$ cat config.mk
export PLATFORM = sky130hd
export DESIGN_NAME = cong_nbit_pipe
export DESIGN_NICKNAME = d
export VERILOG_FILES = /design/src/rtl/cong_pkg.sv /design/src/rtl/cong_1bit.sv /design/src/rtl/cong_kbit.sv /design/src/rtl/cong_nbit_pipe.sv
export SDC_FILE = /design/constraint.sdc
export NUM_CORES = 1
export LEC_CHECK = 0
export ABC_AREA = 1
export ABC_CLOCK_PERIOD_IN_PS = 3700
export CAP_MARGIN = 0
export CORE_ASPECT_RATIO = 0.75
export CORE_UTILIZATION = 58
export DETAILED_ROUTE_END_ITERATION = 12
export MAX_ROUTING_LAYER = met4
export PLACE_DENSITY = 0.84
export SLEW_MARGIN = 40
export SYNTH_ARGS = -nofsm -noshare
export SYNTH_HDL_FRONTEND = slang
export SYNTH_SLANG_ARGS = --single-unit
$ cat constraint.sdc
create_clock -name clk -period 3.7 [get_ports clk]
set_clock_uncertainty 0.2 [all_clocks]
set_input_delay 0.925 -clock clk [delete_from_list [all_inputs] [get_ports clk]]
set_output_delay 0.925 -clock clk [all_outputs]
set_load 0.01 [all_outputs]
$ cat src/rtl/cong_pkg.sv
// Shared constants for the pipelined N-bit add/subtract datapath.
package cong_pkg;

  localparam int unsigned CONG_N_DEF = 8;
  localparam int unsigned CONG_K_DEF = 2;

  localparam logic MODE_ADD = 1'b0;
  localparam logic MODE_SUB = 1'b1;

endpackage

$ cat src/rtl/cong_1bit.sv
// Single-bit full adder cell, the building block of every ripple chunk.
module cong_1bit (
  input  logic a_i,
  input  logic b_i,
  input  logic cin_i,
  output logic s_o,
  output logic cout_o
);

  // Sum and majority carry.
  always_comb begin
    s_o    = a_i ^ b_i ^ cin_i;
    cout_o = (a_i & b_i) | (cin_i & (a_i ^ b_i));
  end

endmodule

$ cat src/rtl/cong_kbit.sv
// Combinational K-bit ripple adder built from cong_1bit cells. Also exports the
// carry into its MSB so the last pipeline stage can derive signed overflow.
module cong_kbit
  import cong_pkg::*;
#(
  parameter int unsigned K = CONG_K_DEF
) (
  input  logic [K-1:0] a_i,
  input  logic [K-1:0] b_i,
  input  logic         cin_i,
  output logic [K-1:0] s_o,
  output logic         cout_o,
  output logic         cmsb_o
);

  logic [K:0] carry;

  assign carry[0] = cin_i;

  for (genvar g = 0; g < K; g++) begin : g_bit
    cong_1bit u_bit (
      .a_i   (a_i[g]),
      .b_i   (b_i[g]),
      .cin_i (carry[g]),
      .s_o   (s_o[g]),
      .cout_o(carry[g+1])
    );
  end

  assign cout_o = carry[K];
  assign cmsb_o = carry[K-1];

endmodule

$ cat src/rtl/cong_nbit_pipe.sv
// Pipelined N-bit add/subtract: one K-bit ripple chunk per stage, carry
// registered between stages, valid/ready handshake with full back-pressure.
module cong_nbit_pipe
  import cong_pkg::*;
#(
  parameter int unsigned N = CONG_N_DEF,
  parameter int unsigned K = CONG_K_DEF
) (
  input  logic         clk,
  input  logic         rst_n,
  input  logic         in_valid,
  output logic         in_ready,
  input  logic [N-1:0] A,
  input  logic [N-1:0] B,
  input  logic         Cin,
  input  logic         sub,
  output logic         out_valid,
  input  logic         out_ready,
  output logic [N-1:0] S,
  output logic         Cout,
  output logic         Ovf
);

  localparam int unsigned STAGES = N / K;

  if ((K == 0) || (N % K != 0)) begin : g_bad_split
    $error("cong_nbit_pipe: N (%0d) must be a non-zero multiple of K (%0d)", N, K);
  end

  // Each stage keeps one N-bit word per operand. The A word doubles as the
  // result: every stage drops its consumed low chunk, shifts right by K and
  // inserts its partial sum at the top, so after STAGES stages it holds S.
  logic [STAGES-1:0] valid_q, valid_d;
  logic [N-1:0]      a_q [STAGES];
  logic [N-1:0]      b_q [STAGES];
  logic [N-1:0]      a_d [STAGES];
  logic [N-1:0]      b_d [STAGES];
  logic [STAGES-1:0] carry_q;
  logic              ovf_q, ovf_d;

  logic [N-1:0]      a_src [STAGES];
  logic [N-1:0]      b_src [STAGES];
  logic [STAGES-1:0] c_src;

  logic [K-1:0]      chunk_s [STAGES];
  logic [STAGES-1:0] chunk_c;
  logic [STAGES-1:0] chunk_m;

  logic sub_mode;
  logic advance;

  assign sub_mode  = (sub == MODE_SUB);
  assign out_valid = valid_q[STAGES-1];
  assign advance   = !out_valid || out_ready;
  assign in_ready  = advance;

  assign S    = a_q[STAGES-1];
  assign Cout = carry_q[STAGES-1];
  assign Ovf  = ovf_q;

  // Stage inputs: stage 0 takes prepared operands, later stages the previous register.
  always_comb begin
    valid_d[0] = in_valid;
    a_src[0]   = A;
    b_src[0]   = B ^ {N{sub_mode}};
    c_src[0]   = Cin ^ sub_mode;
    for (int unsigned i = 1; i < STAGES; i++) begin
      valid_d[i] = valid_q[i-1];
      a_src[i]   = a_q[i-1];
      b_src[i]   = b_q[i-1];
      c_src[i]   = carry_q[i-1];
    end
  end

  for (genvar g = 0; g < STAGES; g++) begin : g_stage
    cong_kbit #(
      .K(K)
    ) u_chunk (
      .a_i   (a_src[g][K-1:0]),
      .b_i   (b_src[g][K-1:0]),
      .cin_i (c_src[g]),
      .s_o   (chunk_s[g]),
      .cout_o(chunk_c[g]),
      .cmsb_o(chunk_m[g])
    );
  end

  // Next words: drop the consumed chunk, park the partial sum at the top.
  always_comb begin
    for (int unsigned i = 0; i < STAGES; i++) begin
      a_d[i]            = a_src[i] >> K;
      a_d[i][N-1 -: K]  = chunk_s[i];
      b_d[i]            = b_src[i] >> K;
    end
    ovf_d = chunk_m[STAGES-1] ^ chunk_c[STAGES-1];
  end

  // Pipeline registers: the whole pipe shifts together whenever the output can move.
  always_ff @(posedge clk or negedge rst_n) begin
    if (!rst_n) begin
      valid_q <= '0;
      carry_q <= '0;
      ovf_q   <= 1'b0;
      for (int unsigned i = 0; i < STAGES; i++) begin
        a_q[i] <= '0;
        b_q[i] <= '0;
      end
    end else if (advance) begin
      valid_q <= valid_d;
      carry_q <= chunk_c;
      ovf_q   <= ovf_d;
      for (int unsigned i = 0; i < STAGES; i++) begin
        a_q[i] <= a_d[i];
        b_q[i] <= b_d[i];
      end
    end
  end

  // The last B word and the non-final MSB carries have no consumer.
  logic unused_tail;
  assign unused_tail = ^{b_q[STAGES-1], chunk_m};

endmodule
==> impl_metrics.toml, run 1 <==
[critical_path]
cp-startpoint = "out_ready"
cp_num_buf_inv = 3
cp_top_family = "buffers and inverters"
worstSetupPathType = "input port to output pin"
cp-end-kind = "output pin"
critPathMaxStageDelay_ps = 530
r2r-start = "a_q[8]"
cp.required_ps = 2570
ff2ff_path_depth = 7
cpMaxStageDelayCell = "clkdlybuf4s50_1"
crit_chain = "clkdlybuf4s50_1, inv_2, nand2_2, clkdlybuf4s50_1"
crit_path_frequent_cell = "clkdlybuf4s50_1"
worstPathArrival_ps = 2050
cp_max_fo = 2
crit_cells = 4
cp-start-kind = "input port"

[synthesis]
syn_area_per_cell_um2 = 9.26
ys.flop_type = "dfrtp_1"
yosysWarningCount = 0
yosysMostFrequentCell = "nand2_1"
synth_common_cells = "116 x nand2_1, 53 x dfrtp_1, 28 x inv_1"
synth_top_area_share_pct = 56.1
syn-num-nets = 285
synth_area_leaders = "dfrtp_1 56%, nand2_1 18%, fa_1 6.8%"
ys_ff_latch = 53
ys_types = 16
netlist_instances = 255
yosysTopAreaCell = "dfrtp_1"
syn-cell-area_um2 = 2360
synth-edff-count = 0
synth-async-reset-ratio_pct = 100
synth_seq_area_share_pct = 56.1

[hold_path]
worstHoldPathType = "flop to flop"
min_from = "valid_q[2]"
whs_path_depth = 2

[clocking]
clock_latency_ps = 300
clockRootBuffer = "clkbuf_8"
clk_transition_reported_paths_ps = 90
cts_resized = 0
postCtsSetupRepairBufs = 0
cts_made_buffers = 5
cts_sinks = 53
cts_buffer_depth = 2
cts_tree = "done"
cts-htree-levels = 2
hold_buffers = 0

[power]
clkPwrFrac_pct = 16.1
p_int_mw = 1.31
p_per_area_nw_per_um2 = 723
p_seq_share_pct = 47.6
leakagePower_nw = 1.41
switching_power_mw = 0.690
p_comb_share_pct = 36.3
swShare_pct = 34.6
ir_worst_vdd_v = 0.000382
total_power_mw = 2.00

[die]
die_h_um = 57.3
initial_core_util_pct = 62.5
core_area_um2 = 3780
ios = 34
row_count = 19
die_area_um2 = 4330
fp.dieW_um = 75.7

[grt]
grt_pass1_wl_mm = 6.25
use_met3_pct = 5.65
grt_usage_pct = 20.5
grt_max_degree = 56
grt_util_met2_pct = 31.0
grt_overflow = 0
busiest_layer = "met2"
grt_pass1_vias = 1482
grt_util_met1_pct = 25.1
antenna_found_initial = 0

[cells_and_area]
area_growth_pct = 16.9
nets = 315
antenna_cells = 0
drive_gt1_share_pct = 7.37
final_util_pct = 73.1

[detailed_routing]
dr.pass1.iters = 4
vias = 1602
drt-initial-drc-count = 139
viasPerCell = 4.75
final_antenna_net_count = 0
drc = 0
routedWlPerCell_um = 10.4
wirelength_mm = 3.52

[timing]
period_minus_slack_ps = 3180
slew_viol_final = 0
fin_hold_ws_ps = 257
final-hold-violation-count = 0
fmax_mhz = 315
tns_ps = 0
finalSetupViolations = 0
min_period_over_period_pct = 85.8
worst_pin_slew_ps = 632
rsz0062_at_grt = "no"
slew_headroom_pct = 57.9

[flow_run]
cap_violations = 0

[place]
gp_congestion = 0.753
portBuffers = 33
post-dp-hpwl_mm = 2.38

[status]
status = "finished, final reports clean"
-- layer usage --
layer	up-vias	part of all wire, %
met3	10	4.1
met1	734	49
met2	38	44
met5	-	0
li1	820	-
met4	0	2.7
-- power groups by stage --
stage | logic [mW] | clock network (mW) | registers, mW
detailed placement | 0.736 | 0 | 0.963
CTS | 0.739 | 0.335 | 0.951
floorplan | 0.498 | 0 | 0.967
global placement | 0.709 | 0 | 0.951
finish | 0.725 | 0.321 | 0.949
global route | 0.858 | 0.355 | 0.981
-- worst reg2reg max path, cell delays in order, from the launching register on --
cell and delay, ps:
dfrtp_1 330, inv_1 70, fa_1 480, fa_1 430
inv_1 80, nand2_1 60, nand3_2 50, nand2_1 60
-- placed cells by master, fill, tap and decap left out --
cell type and n:
nand2_1 116, dfrtp_1 53, clkdlybuf4s50_1 32, inv_1 28, o21ai_0 19, fa_1 8, nand3_2 7, clkbuf_8 6
o21ai_1 5, buf_4 3, xnor2_1 2, inv_2 2, nand2_2 1, xor2_1 1, nor2_2 1, clkinvlp_4 1
-- layout make-up --
class | instances | area [um^2]
clock buffers | 6 | 82.6
clock inverters | 1 | 7.51
fillers | 297 | 1020
inverters | 30 | 113
multi-input cells | 160 | 825
flip-flops and latches | 53 | 1330
well taps | 52 | 65.1
repair buffers | 35 | 343
-- registers in the layout, summed over array words and instances, names as in the netlist --
signal   flops
a_d         18
S            8
a_q          6
b_d          6
b_q          6
carry_q      4
valid_q      4
Ovf          1
-- logic make-up (layout without fill, tap and decap cells) --
family | Yosys count | in the layout | synth area share [%]
adders and majority gates | 8 | 8 | 6.78
and+or+nand+nor | 125 | 125 | 21.9
xor gates and xnor gates | 3 | 3 | 1.11
buffers and inverters | 42 | 72 | 8.95
AOI/OAI and AO/OA | 24 | 24 | 5.08
DFF | 53 | 53 | 56.1
-- metrics by stage --
stage,std cells,setup WS (ps),cell area [um^2]
final,337,525,2760
after global placement,330,532,2670
after floorplan,255,1200,2360
after detailed placement,330,522,2670
after CTS,337,521,2760
after global routing,337,502,2760
-- worst paths after layout --
path                               to  slack, ps
min reg2reg                valid_q[3]        260
min in group asynchronous        S[3]        440
max                          in_ready        520
min                        valid_q[3]        260
max in group asynchronous      b_q[8]       2430
max reg2reg                       Ovf       1850
(Power assumes the default switching activity.)
==> inputs of run 2 (changes only) <==
--- a/config.mk
+++ b/config.mk
@@ -11,7 +11,6 @@
 export CORE_ASPECT_RATIO = 0.75
 export CORE_UTILIZATION = 58
 export DETAILED_ROUTE_END_ITERATION = 12
-export MAX_ROUTING_LAYER = met4
 export PLACE_DENSITY = 0.84
 export SLEW_MARGIN = 40
 export SYNTH_ARGS = -nofsm -noshare
==> impl_metrics.toml, run 2 (synthesis results as in run 1) <==
[power]
leakagePower_nw = 1.41
p_comb_share_pct = 36.3
p_per_area_nw_per_um2 = 723
ir_worst_vdd_v = 0.000382
total_power_mw = 2.00
p_int_mw = 1.31
p_seq_share_pct = 47.5
swShare_pct = 34.6
switching_power_mw = 0.691
clkPwrFrac_pct = 16.2

[critical_path]
critPathMaxStageDelay_ps = 530
cpMaxStageDelayCell = "clkdlybuf4s50_1"
cp.required_ps = 2570
worstPathArrival_ps = 2050
cp-end-kind = "output pin"
worstSetupPathType = "input port to output pin"
cp_max_fo = 2
crit_chain = "clkdlybuf4s50_1, inv_2, nand2_2, clkdlybuf4s50_1"
crit_path_frequent_cell = "clkdlybuf4s50_1"
cp-start-kind = "input port"

[clocking]
hold_buffers = 0
cts_buffer_depth = 2
postCtsSetupRepairBufs = 0
cts-htree-levels = 2
cts_resized = 0
cts_made_buffers = 5
cts_sinks = 53
cts_tree = "done"
clockRootBuffer = "clkbuf_8"
clock_latency_ps = 300
clk_transition_reported_paths_ps = 90

[grt]
grt_pass1_wl_mm = 6.25
grt_max_degree = 56
grt_overflow = 0
antenna_found_initial = 0
grt_pass1_vias = 1478
grt_usage_pct = 19.9

[cells_and_area]
largest_register_ffs = 18
antenna_cells = 0
area_growth_pct = 16.9
drive_gt1_share_pct = 7.37
final_common_cell = "nand2_1"
postLayoutCellArea_um2 = 2760
fillers = 297
post_layout_nonfiller_instances = 337
final_cell_mix = "116 x nand2_1, 53 x dfrtp_1, 32 x clkdlybuf4s50_1"
final_util_pct = 73.1
nets = 315

[place]
gp_congestion = 0.744
dpl.cell_count = 330
dp_slack_ps = 522
portBuffers = 33
post-dp-hpwl_mm = 2.38
placed_cell_area_um2 = 2670

[die]
fp.dieW_um = 75.7
die_h_um = 57.3
ios = 34
initial_core_util_pct = 62.5
core_area_um2 = 3780
die_area_um2 = 4330
row_count = 19

[hold_path]
worstHoldPathType = "flop to flop"

[detailed_routing]
routedWlPerCell_um = 10.4
drc = 0
wirelength_mm = 3.50
viasPerCell = 4.78
drt-initial-drc-count = 150
final_antenna_net_count = 0
dr.pass1.iters = 4
vias = 1611

[timing]
fin_hold_ws_ps = 257
finalWorstSetupSlack_ps = 525
tns_ps = 0
slew_viol_final = 0
finalSetupViolations = 0
slew_headroom_pct = 57.9
fmax_mhz = 315
final-hold-violation-count = 0
worst_pin_slew_ps = 631
rsz0062_at_grt = "no"
period_minus_slack_ps = 3170
min_period_over_period_pct = 85.8

[status]
status = "finished, final reports clean"

[flow_run]
cap_violations = 0
## run 2: cell counts in the layout (fill, tap and decap cells not counted)
No cell type changed its count.
## run 2: path summary, 6_finish.rpt
path | cells after the start | startpoint | to | slack [ps]
worst max-delay path | 4 | out_ready | in_ready | 530
worst min-delay path | 2 | valid_q[2] | valid_q[3] | 260
worst max register to register | 7 | a_q[8] | Ovf | 1850
worst min register to register | 2 | valid_q[2] | valid_q[3] | 260
max in group asynchronous | 1 | rst_n | b_q[8] | 2430
min in group asynchronous | 1 | rst_n | a_d[8] | 440
## run 2: per-layer routing
layer	track usage, %	share of wire, %	vias to the layer above
met3	5.65	4.1	10
met1	25.1	49	740
met2	31.0	44	40
met4	10.8	2.7	0
li1	-	-	821
met5	0	0	-
## run 2: area by class of cell
type | count | area, um^2 | share of cell area (%)
clock buffers | 6 | 82.6 | 2.99
clock inverters | 1 | 7.51 | 0.272
inverters | 30 | 113 | 4.08
multi-input cells | 160 | 825 | 29.9
flip-flops and latches | 53 | 1330 | 48.0
well taps | 52 | 65.1 | 2.36
repair buffers | 35 | 343 | 12.4
## run 2: power groups by stage
stage / combinational (mW) / sequential (mW) / clock, mW
after global placement: 0.709 / 0.951 / 0
after global routing: 0.858 / 0.981 / 0.355
after CTS: 0.739 / 0.951 / 0.335
after floorplan: 0.498 / 0.967 / 0
after detailed placement: 0.736 / 0.963 / 0
final: 0.724 / 0.949 / 0.323
## run 2: worst max-delay path: cells and delay by family
family / cells / cell delay, ps
buf+inv: 3 / 1080
simple gates: 1 / 50
==> inputs of run 3 (changes only) <==
--- a/config.mk
+++ b/config.mk
@@ -9,10 +9,10 @@
 export ABC_CLOCK_PERIOD_IN_PS = 3700
 export CAP_MARGIN = 0
 export CORE_ASPECT_RATIO = 0.75
-export CORE_UTILIZATION = 58
+export CORE_UTILIZATION = 45
 export DETAILED_ROUTE_END_ITERATION = 12
-export PLACE_DENSITY = 0.84
-export SLEW_MARGIN = 40
+export PLACE_DENSITY = 0.79
+export SLEW_MARGIN = 20
 export SYNTH_ARGS = -nofsm -noshare
 export SYNTH_HDL_FRONTEND = slang
 export SYNTH_SLANG_ARGS = --single-unit
==> impl_metrics.toml, run 3 (synthesis results as in run 1) <==
[status]
status = "finished, final reports clean"

[timing]
finalWorstSetupSlack_ps = 482
slew_headroom_pct = 57.1
worst_pin_slew_ps = 643
final-hold-violation-count = 0
slew_viol_final = 0
rsz0062_at_grt = "no"
finalSetupViolations = 0
fmax_mhz = 311
min_period_over_period_pct = 87.0
period_minus_slack_ps = 3220
tns_ps = 0

[clocking]
cts_tree = "done"
cts_made_buffers = 5
clk_transition_reported_paths_ps = 90
cts_buffer_depth = 2
cts_sinks = 53
postCtsSetupRepairBufs = 0
cts-htree-levels = 2
cts_resized = 0
hold_buffers = 0
clockRootBuffer = "clkbuf_8"
clock_latency_ps = 300

[power]
total_power_mw = 2.02
leakagePower_nw = 1.41
p_per_area_nw_per_um2 = 727
ir_worst_vdd_v = 0.000199

[die]
fp.dieW_um = 85.7
ios = 34
die_h_um = 64.7
initial_core_util_pct = 47.4
core_area_um2 = 4980
die_area_um2 = 5550
row_count = 22

[grt]
grt_pass1_wl_mm = 6.81
grt_pass1_vias = 1571
busiest_layer = "met2"
grt_max_degree = 56
grt_usage_pct = 16.3
grt_util_met1_pct = 20.8
grt_util_met2_pct = 26.7
grt_overflow = 0
antenna_found_initial = 0
use_met3_pct = 4.20

[detailed_routing]
vias = 1589
drc = 0
wirelength_mm = 3.90
drt-initial-drc-count = 93
final_antenna_net_count = 0
dr.pass1.iters = 4
routedWlPerCell_um = 10.9
viasPerCell = 4.45

[critical_path]
cp-start-kind = "input port"
rrSetupSlack_ps = 1870
worstSetupPathType = "input port to output pin"
cp.required_ps = 2570
cp-end-kind = "output pin"
cp_max_fo = 2
worstPathArrival_ps = 2090

[cells_and_area]
final_common_cell = "nand2_1"
fillers = 463
largest_register_ffs = 18
postLayoutCellArea_um2 = 2780
area_growth_pct = 17.8
drive_gt1_share_pct = 7.02
final_cell_mix = "116 x nand2_1, 53 x dfrtp_1, 32 x clkdlybuf4s50_1"
nets = 315
antenna_cells = 0

[place]
dp_slack_ps = 490
portBuffers = 33
gp_congestion = 0.722
post-dp-hpwl_mm = 2.66
placed_cell_area_um2 = 2700

[flow_run]
cap_violations = 0

[hold_path]
worstHoldPathType = "flop to flop"
[run 3: changes by cell type in the layout (fill, tap and decap cells not counted)]
| cell | before | now |
|---|---|---|
| clkbuf_1 | 0 | 1 |
| clkinvlp_4 | 1 | 0 |
[run 3: area by class of cell]
class	instances	area, um^2	area share, %
clock buffers	7	86.3	3.10
flip-flops and latches	53	1330	47.7
inverters	30	113	4.05
well taps	72	90.1	3.24
multi-input cells	160	825	29.6
repair buffers	35	343	12.3
[run 3: worst max-delay path, cell delays in order]
cell             delay [ps]
clkdlybuf4s50_1         510
inv_2                    40
nand2_2                  70
clkdlybuf4s50_1         540
[run 3: metal layers]
metal	wire length [um]	part of all wire (%)	vias up
met1	1950	50	730
met3	135	3.5	5
met5	0	0	-
li1	-	-	822
met4	53	1.4	0
met2	1760	45	32
[run 3: power by group]
part,internal (mW),total (mW),switching (mW)
logic,0.331,0.749,0.419
registers,0.835,0.953,0.118
clock network,0.149,0.322,0.173
[run 3: worst paths after layout]
check,start,to,cells after the start
max,out_ready,in_ready,4
min,S[4],S[4],2
max reg2reg,a_q[8],Ovf,7
min reg2reg,S[4],S[4],2
max in group asynchronous,rst_n,a_d[13],1
min in group asynchronous,rst_n,S[6],1
[run 3: per-stage QoR]
step | utilization (%) | cells | hold slack, ps
after floorplan | - | 255 | 222
after global placement | 54.1 | 350 | 251
after detailed placement | 54.1 | 350 | 259
after CTS | 55.9 | 357 | 280
after global routing | 55.9 | 357 | 296
final | 55.9 | 357 | 273
